$ cat src/rtl/spi_flash_responder_if.sv
// spi_flash_responder_if: SPI pins, memory preload port and command status of the flash stand-in
//   slave  : device side (SPI/load inputs in, MISO and status out)
//   master : initiator/bench side
interface spi_flash_responder_if #(parameter int ADDR_BITS = 8);
  logic                 iSPIClock;
  logic                 iSPICs;
  logic                 iSPIIn;
  logic                 oSPIOut;
  logic                 iLoadEnable;
  logic [ADDR_BITS-1:0] iLoadAddress;
  logic [7:0]           iLoadData;
  logic                 oBusy;
  logic                 oCmdValid;
  logic [23:0]          oAddress;
  modport slave (
    input  iSPIClock, iSPICs, iSPIIn, iLoadEnable, iLoadAddress, iLoadData,
    output oSPIOut, oBusy, oCmdValid, oAddress
  );
  modport master (
    output iSPIClock, iSPICs, iSPIIn, iLoadEnable, iLoadAddress, iLoadData,
    input  oSPIOut, oBusy, oCmdValid, oAddress
  );
endinterface

$ cat src/rtl/spi_flash_responder.sv
// spi_flash_responder: serial flash READ responder (mode 0) serving a preloadable byte memory
//   Clock, Reset : system clock, synchronous active-high reset
//   bus (slave)  : SCK/CS/MOSI in, MISO out, memory load port, busy/cmd-valid/address status
module spi_flash_responder #(
  parameter int         ADDR_BITS    = 8,
  parameter logic [7:0] SPI_CMD_READ = 8'h03
) (
  input logic Clock,
  input logic Reset,
  spi_flash_responder_if.slave bus
);
  typedef enum logic [2:0] {IDLE, CMD, ADDR, DATA, IGNORE} state_t;
  state_t               state_q, state_d;
  logic [2:0]           sck_q, cs_q, mosi_q;
  logic [5:0]           cnt_q, cnt_d;
  logic [22:0]          shift_q, shift_d;
  logic [23:0]          shin, oaddr_q, oaddr_d;
  logic [ADDR_BITS-1:0] addr_q, addr_d, rd_addr;
  logic [2:0]           bit_q, bit_d;
  logic                 miso_q, miso_d, valid_q, valid_d, rd_en;
  logic                 sck_rise, sck_fall, cs_fall, cs_rise;
  logic [7:0]           mem [2**ADDR_BITS];
  logic [7:0]           rdata_q;
  // Bit 1 is the synchronized value, bit 2 the history used for edge detection.
  assign sck_rise = sck_q[1] & ~sck_q[2];
  assign sck_fall = ~sck_q[1] & sck_q[2];
  assign cs_fall  = ~cs_q[1] & cs_q[2];
  assign cs_rise  = cs_q[1] & ~cs_q[2];
  assign shin     = {shift_q, mosi_q[2]};
  assign bus.oSPIOut   = miso_q;
  assign bus.oCmdValid = valid_q;
  assign bus.oAddress  = oaddr_q;
  // IGNORE still owns the selected link, so it reports busy until CS rises.
  assign bus.oBusy     = state_q != IDLE;
  always_ff @(posedge Clock) begin
    if (Reset) begin
      // Synchronizers clear to 0, so a CS already low at release never looks like a fall.
      sck_q   <= '0;
      cs_q    <= '0;
      mosi_q  <= '0;
      state_q <= IDLE;
      cnt_q   <= '0;
      shift_q <= '0;
      oaddr_q <= '0;
      addr_q  <= '0;
      bit_q   <= '0;
      miso_q  <= 1'b0;
      valid_q <= 1'b0;
    end else begin
      sck_q   <= {sck_q[1:0], bus.iSPIClock};
      cs_q    <= {cs_q[1:0], bus.iSPICs};
      mosi_q  <= {mosi_q[1:0], bus.iSPIIn};
      state_q <= state_d;
      cnt_q   <= cnt_d;
      shift_q <= shift_d;
      oaddr_q <= oaddr_d;
      addr_q  <= addr_d;
      bit_q   <= bit_d;
      miso_q  <= miso_d;
      valid_q <= valid_d;
    end
  end
  // Read-before-write: a same-cycle read of the written location returns old data.
  always_ff @(posedge Clock) begin
    if (bus.iLoadEnable) mem[bus.iLoadAddress] <= bus.iLoadData;
    if (rd_en) rdata_q <= mem[rd_addr];
  end
  always_comb begin
    state_d = state_q;
    cnt_d   = cnt_q;
    shift_d = shift_q;
    oaddr_d = oaddr_q;
    addr_d  = addr_q;
    bit_d   = bit_q;
    miso_d  = miso_q;
    valid_d = 1'b0;
    rd_en   = 1'b0;
    rd_addr = addr_q;
    if (cs_rise) begin
      state_d = IDLE;
      miso_d  = 1'b0;
    end else begin
      case (state_q)
        IDLE: begin
          miso_d  = 1'b0;
          state_d = cs_fall ? CMD : IDLE;
          cnt_d   = cs_fall ? 6'd0 : cnt_q;
        end
        CMD: if (sck_rise) begin
          shift_d = shin[22:0];
          cnt_d   = cnt_q == 6'd7 ? 6'd0 : cnt_q + 6'd1;
          if (cnt_q == 6'd7) state_d = shin[7:0] == SPI_CMD_READ ? ADDR : IGNORE;
        end
        ADDR: if (sck_rise) begin
          shift_d = shin[22:0];
          cnt_d   = cnt_q + 6'd1;
          if (cnt_q == 6'd23) begin
            oaddr_d = shin;
            valid_d = 1'b1;
            addr_d  = shin[ADDR_BITS-1:0];
            rd_en   = 1'b1;
            rd_addr = shin[ADDR_BITS-1:0];
            bit_d   = 3'd7;
            state_d = DATA;
          end
        end
        DATA: if (sck_fall) begin
          miso_d = rdata_q[bit_q];
          bit_d  = bit_q - 3'd1;
          // Driving bit 0 prefetches the next byte; it lands long before the next fall.
          if (bit_q == 3'd0) begin
            addr_d  = addr_q + ADDR_BITS'(1);
            rd_en   = 1'b1;
            rd_addr = addr_q + ADDR_BITS'(1);
          end
        end
        default: miso_d = 1'b0;
      endcase
    end
  end
endmodule

$ cat src/flat_wrapper.sv
// flat-port wrapper written by rule: the top's interface ports become plain ports
module spi_flash_responder_flat 
#(
  parameter int         ADDR_BITS    = 8,
  parameter logic [7:0] SPI_CMD_READ = 8'h03
)
  (Clock, Reset, bus_iSPIClock, bus_iSPICs, bus_iSPIIn, bus_iLoadEnable, bus_iLoadAddress, bus_iLoadData, bus_oSPIOut, bus_oBusy, bus_oCmdValid, bus_oAddress);
  spi_flash_responder_if #(.ADDR_BITS(ADDR_BITS)) bus_i ();
  input logic Clock;
  input logic Reset;
  input wire logic [$bits(bus_i.iSPIClock)-1:0] bus_iSPIClock;
  input wire logic [$bits(bus_i.iSPICs)-1:0] bus_iSPICs;
  input wire logic [$bits(bus_i.iSPIIn)-1:0] bus_iSPIIn;
  input wire logic [$bits(bus_i.iLoadEnable)-1:0] bus_iLoadEnable;
  input wire logic [$bits(bus_i.iLoadAddress)-1:0] bus_iLoadAddress;
  input wire logic [$bits(bus_i.iLoadData)-1:0] bus_iLoadData;
  output wire logic [$bits(bus_i.oSPIOut)-1:0] bus_oSPIOut;
  output wire logic [$bits(bus_i.oBusy)-1:0] bus_oBusy;
  output wire logic [$bits(bus_i.oCmdValid)-1:0] bus_oCmdValid;
  output wire logic [$bits(bus_i.oAddress)-1:0] bus_oAddress;
  assign bus_i.iSPIClock = bus_iSPIClock;
  assign bus_i.iSPICs = bus_iSPICs;
  assign bus_i.iSPIIn = bus_iSPIIn;
  assign bus_i.iLoadEnable = bus_iLoadEnable;
  assign bus_i.iLoadAddress = bus_iLoadAddress;
  assign bus_i.iLoadData = bus_iLoadData;
  assign bus_oSPIOut = bus_i.oSPIOut;
  assign bus_oBusy = bus_i.oBusy;
  assign bus_oCmdValid = bus_i.oCmdValid;
  assign bus_oAddress = bus_i.oAddress;
  spi_flash_responder #(.ADDR_BITS(ADDR_BITS), .SPI_CMD_READ(SPI_CMD_READ)) u_core (.Clock(Clock), .Reset(Reset), .bus(bus_i));
endmodule
$ cat config.mk
export PLATFORM = sky130hd
export DESIGN_NAME = spi_flash_responder_flat
export DESIGN_NICKNAME = d
export VERILOG_FILES = /design/src/rtl/spi_flash_responder_if.sv /design/src/rtl/spi_flash_responder.sv /design/src/flat_wrapper.sv
export SDC_FILE = /design/constraint.sdc
export NUM_CORES = 2
export LEC_CHECK = 0
export ABC_AREA = 1
export CORE_MARGIN = 10
export CORE_UTILIZATION = 58
export CTS_CLUSTER_SIZE = 28
export DETAILED_ROUTE_END_ITERATION = 12
export GPL_TIMING_DRIVEN = 0
export HOLD_SLACK_MARGIN = 0.12
export MAX_ROUTING_LAYER = met4
export PLACE_DENSITY_LB_ADDON = 0.05
export REMOVE_ABC_BUFFERS = 1
export SLEW_MARGIN = 25
export SYNTH_ARGS = -nofsm -noshare
export SYNTH_HDL_FRONTEND = slang
export SYNTH_SLANG_ARGS = --single-unit
$ cat constraint.sdc
create_clock -name Clock -period 6.6 [get_ports Clock]
set_input_delay 1.32 -clock Clock [delete_from_list [all_inputs] [get_ports Clock]]
set_output_delay 1.32 -clock Clock [all_outputs]
set_load 0.05 [all_outputs]
**After elaboration in Yosys (flattened, before gate mapping)**

Memory sizes are Yosys's and may differ from the RTL's. A register that Yosys moved wholly into a read port is not among the register bits.
Index checks and enable logic that the tools add are counted.

- Register bits after elaboration: 78
- RAM bits: 2048
- Bits of input ports: 22
- Memories: 1

- $add $sub $neg: 3
- Magnitude comparators: 1
- Equality and inequality tests: 12
- Muxes and demuxes: 34
- Bitwise operators: 11
- Reduce and logical (&&, ||, !) cells: 14

Memories:

| name | depth | width | read ports | clocked after memory_dff | wr ports | RTL line | source |
|---|---|---|---|---|---|---|---|
| u_core.mem | 256 | 8 | 1 | 1 | 1 | spi_flash_responder.sv:22 | `logic [7:0] mem [2**ADDR_BITS];` |

Operators with widths:

| cell | number |
|---|---|
| $mux W8 | 5 |
| $mux W3 | 8 |
| $mux W6 | 4 |
| $pmux W6 S3 | 1 |
| $pmux W8 S2 | 1 |
| $reduce_and A5 Y1 | 3 |
| $ne A2 B1 Y1 const B | 6 |
| $mux W1 | 10 |
| $pmux W3 S3 | 1 |
| $add A8 B1 Y8 const B | 1 |
| $eq A8 B2 Y1 const B | 1 |
| $not A1 Y1 | 7 |
| $add A6 B1 Y6 const B | 1 |
| $eq A3 B2 Y1 const B | 2 |
| $eq A6 B3 Y1 const B | 1 |
| $eq A6 B5 Y1 const B | 1 |
| $logic_not A3 Y1 | 2 |
| $pmux W3 S2 | 1 |
| $reduce_bool A3 Y1 | 2 |
| $and A1 B1 Y1 | 4 |
| $lt A3 B4 Y1 const B | 1 |
| $pmux W1 S2 | 2 |
| $reduce_and A4 Y1 | 1 |
| $reduce_or A2 Y1 | 2 |
| other kinds (7) | 7 |

**Depth between registers and ports, before layout**

- Depth in word-level cells: 5
- Gate-level depth with buffers: 24
- Depth with buffers taken out: 22

**Worst setup path after synthesis**

No wires, ideal clock.

- Path kind: input to register
- Start: input bus_iLoadEnable
- End: memory u_core.mem[162][0], enable pin
- Setup time: 0.370 ns
- Arrival: 2.441 ns
- Required time: 6.230 ns
- Setup slack: 3.789 ns
- Stages on the path: 4
- Path buffers: 2
- Cell sequence: clkbuf_1 nand3_1 clkbuf_1 nor2_1

- Word-level cells in the longest chain between the ends: 2

Ends and longest elaborated chain:

| item | RTL line | source |
|---|---|---|
| start: declaration | flat_wrapper.sv:14 | `input wire logic [$bits(bus_i.iLoadEnable)-1:0] bus_iLoadEnable;` |
| $mux W1 | spi_flash_responder.sv:65 | `if (bus.iLoadEnable) mem[bus.iLoadAddress] <= bus.iLoadData;` |
| $mux W1 (implied by the code) | spi_flash_responder.sv:65 |  |
| end: declaration | spi_flash_responder.sv:22 |  |

No other way between the ends.

**Final worst setup path**

- Start: register u_core.state_q[1]
- End: register u_core.rdata_q[3] (read register of u_core.mem), data pin

- Word-level cells in the longest chain between the ends: 3
- Elaborated cells between the ends (all ways): 6
- Classes of those cells: eq/ne: 2; mux: 4

Ends and longest elaborated chain:

| item | RTL line | source |
|---|---|---|
| start: declaration | spi_flash_responder.sv:13 | `state_t state_q, state_d;` |
| start signal: assignment | spi_flash_responder.sv:53 | `state_q <= state_d;` |
| $eq A3 B2 Y1 | spi_flash_responder.sv:83 | `case (state_q)` |
| $pmux W8 S2 / $pmux W1 S2 (equally long branches) | spi_flash_responder.sv:83 |  |
| $mux W8 / $mux W1 (equally long branches) | spi_flash_responder.sv:79 | `if (cs_rise) begin` |
| end: declaration | spi_flash_responder.sv:23 | `logic [7:0] rdata_q;` |

Parallel ways exist; a longest one is shown, timed or not.
A chain may end at the register's enable or synchronous reset.

==> out/summary.txt <==
run status - finished, final reports clean
final worst-path cycle share - 94.8%
WL met2 - 114,000 microns
Pleak - 40.5 nW
fraction of layout cells with a size suffix above 1 - 5.02%
clk_lat worst skew - 0.85 ns
gr ovfl total - 0
Buffers on Ports - 48
largest net degree at the start of global routing - 114
Synth Area in Adders - 0.0539%
Crit-path slowest cell - dfxtp_1
footprint of the multi-input gates - 22,400 sq um
Routed WL - 249,000 microns
H-tree levels - 4
Top FF cell, synth - edfxtp_1
largest cells by area after synthesis - edfxtp_1, nand3_1, nand2_1, inv_1, nand3b_1
CORE AREA - 159,000 sq um
drt pass-1 iters - 7
die width - 420 microns
Slew @ Worst Pin - 1.12 ns
xor and xnor area share after synthesis - 0.00943%
minimum clock period - 6.26 ns
total track usage - 28.5%
met1 wire length - 105,000 microns
DRC viols - 0
most common cell in the netlist - nand2_1
Storage cell area - 63,300 sq um
max cap viols - 0
Yosys cell types - 41
critical setup path kind - reg -> reg
Buf/Inv on CP - 11
Compound-Gate Fraction of Synth Area - 1.63%
post-synthesis mux area share - 0%
post-synth top area share - 66.5%
antenna violations before repair - 5
CP Cell Sequence - nand3_2 > a21oi_4 > inv_2 > nand2_8 > buf_12 > buf_16 > buf_16 > nand2_8 > buf_16 > buf_16 > buf_16 > clkinv_16 > buf_16 > buf_16 > buf_16 > nand2_1 > nand3_1 > nand3_1 > nand3_1 > nand3_1 > nand3_1 > nand3_1 > nand3_1 > nand2_1
clock root cell - clkbuf_16
DR iter-0 viols - 7,679
Worst-path clk slew - 0.06 ns
final setup fails - 0
Worst VDD drop - 411 uV
DP Cell Count - 10,400
Area Growth Syn to Fin - 10.8%
vias in the first global route - 59,100
PnR worst setup slack - 0.344 ns
I/O pins - 49
simple-gate portion of the synthesized area - 22.2%
Worst Path Required - 7.17 ns
number of buffers created by CTS - 213
first-pass GRT wire length - 371,000 microns
Achievable Freq - 0.160 GHz
Crit. End Element - flip-flop
Rows - 146
clock skew - 0.0318 ns
placed cell area - 96,200 sq um
WL per Instance - 23.0 microns
die height - 420 microns
Max Used Layer - met4
Final Instance Area - 103,000 sq um
dpl hpwl - 142,000 microns
pwr dens - 385 nW/um^2
Worst EP arrival - 6.82 ns
crit-path max FO - 101
worst hold path class - reg -> reg
nets@finish - 8,626
Post-synth EDFFs - 2,056
Yosys reg bits - 2,134
fin. max-slew vios - 0
slowest stage delay, CP - 0.45 ns
warnings from Yosys - 0
Final Hold Viols - 0
Rel. slew slack - 25.2%
post-route insts no fill - 10,800
Starting Density - 58.5%
fillcell total - 12,200
Clock Path Buffers - 3
Syn Area/Cell - 10.6 sq um
met3 wire length - 20,900 microns
list of most frequent post-synthesis cells - nand2_1, edfxtp_1, nand3_1
Die ar. - 177,000 sq um
unrepaired setup endpoints after global routing - false
vias per cell - 5.79
synthesized area - 92,900 sq um
cell count after synthesis - 8,764
Seq/Total Area, Yosys - 68.2%
DR vias - 62,800
clk sinks - 2,134
CP delay by family, top - buffers and inverters
Post-DRT Antenna Nets - 0
cell taking the most area after synthesis - edfxtp_1
CTS tree - built
fraction of synthesis flops using an asynchronous set or reset pin - 0%
Tot Pwr - 39.6 mW
largest family of logic cells by synthesized area - simple AND/OR/NAND/NOR gates
Placer Congestion - 0.807
startpoint types - flip-flop
post-layout util - 64.8%
pre-CTS setup slack - -0.705 ns
crit-path most repeated cell - buf_16
## registers in the layout, summed over array words and instances, names as in the netlist, 3 cells and up
| signal | flops |
|---|---|
| u_core.addr_q | 8 |
| u_core.bit_q | 3 |
| u_core.bus.oAddress | 24 |
| u_core.cnt_q | 6 |
| u_core.cs_q | 3 |
| u_core.mem | 2048 |
| u_core.mosi_q | 3 |
| u_core.rdata_q | 8 |
| u_core.sck_q | 3 |
| u_core.shift_q | 23 |
| u_core.state_q | 3 |
## power breakdown
group / switching, mW / total [mW] / internal, mW / leakage (nW)
clock network: 5.00 / 11.4 / 6.43 / 3.17
logic: 9.13 / 13.2 / 4.06 / 18.2
registers: 0.0409 / 15.0 / 14.9 / 19.1
total: 14.2 / 39.6 / 25.4 / 40.5
## per-layer routing
| layer | up-vias | track usage, % |
|---|---|---|
| met2 | 2966 | 42.7 |
| met1 | 30300 | 40.2 |
| met3 | 510 | 3.96 |
| li1 | 29100 | - |
| met4 | 0 | 10.4 |
| met5 | - | - |
## through the flow
step	hold WS (ns)	setup TNS [ns]
2_1_floorplan	0.388	-207.95
3_3_place_gp	0.393	-9583.53
3_5_place_dp	0.393	-5.14
4_1_cts	0.409	0
5_1_grt	0.438	0
6_report	0.406	0
## cell usage in the layout, fill, tap and decap left out, types with 4 or more instances in the layout
cell / synthesis / layout
buf_12: 0 / 16
nand2_8: 0 / 4
nand3_2: 3 / 4
o211ai_1: 113 / 113
clkinv_2: 0 / 34
clkinv_1: 3 / 54
a21oi_1: 33 / 33
nand3b_1: 288 / 288
nand2_2: 4 / 8
a211oi_1: 25 / 25
edfxtp_1: 2056 / 2056
buf_16: 0 / 84
inv_2: 7 / 6
buf_8: 0 / 8
nor3_1: 9 / 9
clkbuf_16: 0 / 224
inv_1: 1266 / 1263
o21ai_0: 41 / 41
nand3_1: 1781 / 1780
clkdlybuf4s50_1: 0 / 38
diode_2: 0 / 4
nor2_1: 349 / 348
nand2_4: 0 / 13
clkbuf_1: 106 / 54
ha_1: 4 / 4
nand2_1: 2146 / 2126
dfxtp_1: 78 / 78
clkinvlp_4: 0 / 4
bufinv_16: 0 / 9
## path summary, 6_finish.rpt
check	depth (start not counted)	to	start	slack, ns
worst min register to register	2	u_core.sck_q[1]	u_core.sck_q[0]	0.41
worst max-delay path	24	u_core.rdata_q[3]	u_core.state_q[1]	0.34
worst min-delay path	2	u_core.sck_q[1]	u_core.sck_q[0]	0.41
worst max register to register	24	u_core.rdata_q[3]	u_core.state_q[1]	0.34
## tightest hold or removal path, delay by kind of cell (launching register included)
| kind | cells | cell delay [ns] |
|---|---|---|
| buffers and inverters | 1 | 0.04 |
| flip-flops | 1 | 0.30 |
| AND/OR/NAND/NOR | 1 | 0.03 |
## final cells by class
type,instances,share of cell area (%)
Antenna cell,4,0.00973
Clock buffer,280,5.60
Clock inverter,101,0.676
Inverter,1276,4.70
Multi-Input combinational cell,4820,21.8
Sequential cell,2134,61.5
Tap cell,2072,2.52
Timing Repair Buffer,155,3.22
## cell families (layout without fill, tap and decap cells)
| kind of cell | count (synthesis) | in the layout |
|---|---|---|
| DFF | 2134 | 2134 |
| and+or+nand+nor | 4590 | 4591 |
| AOI/OAI and AO/OA | 224 | 224 |
| other | 0 | 4 |
| adders and majority gates | 4 | 4 |
| buffers and inverters | 1811 | 1812 |
| xor gates and xnor gates | 1 | 1 |
## repair_timing
action,in CTS,in global routing
pin swaps,1,1
gates cloned,2,5
setup buffers,1,0
hold buffers,0,0
resized for setup,3,1
setup endpoints to repair,8,8
Power figures use the tool's default switching activity.
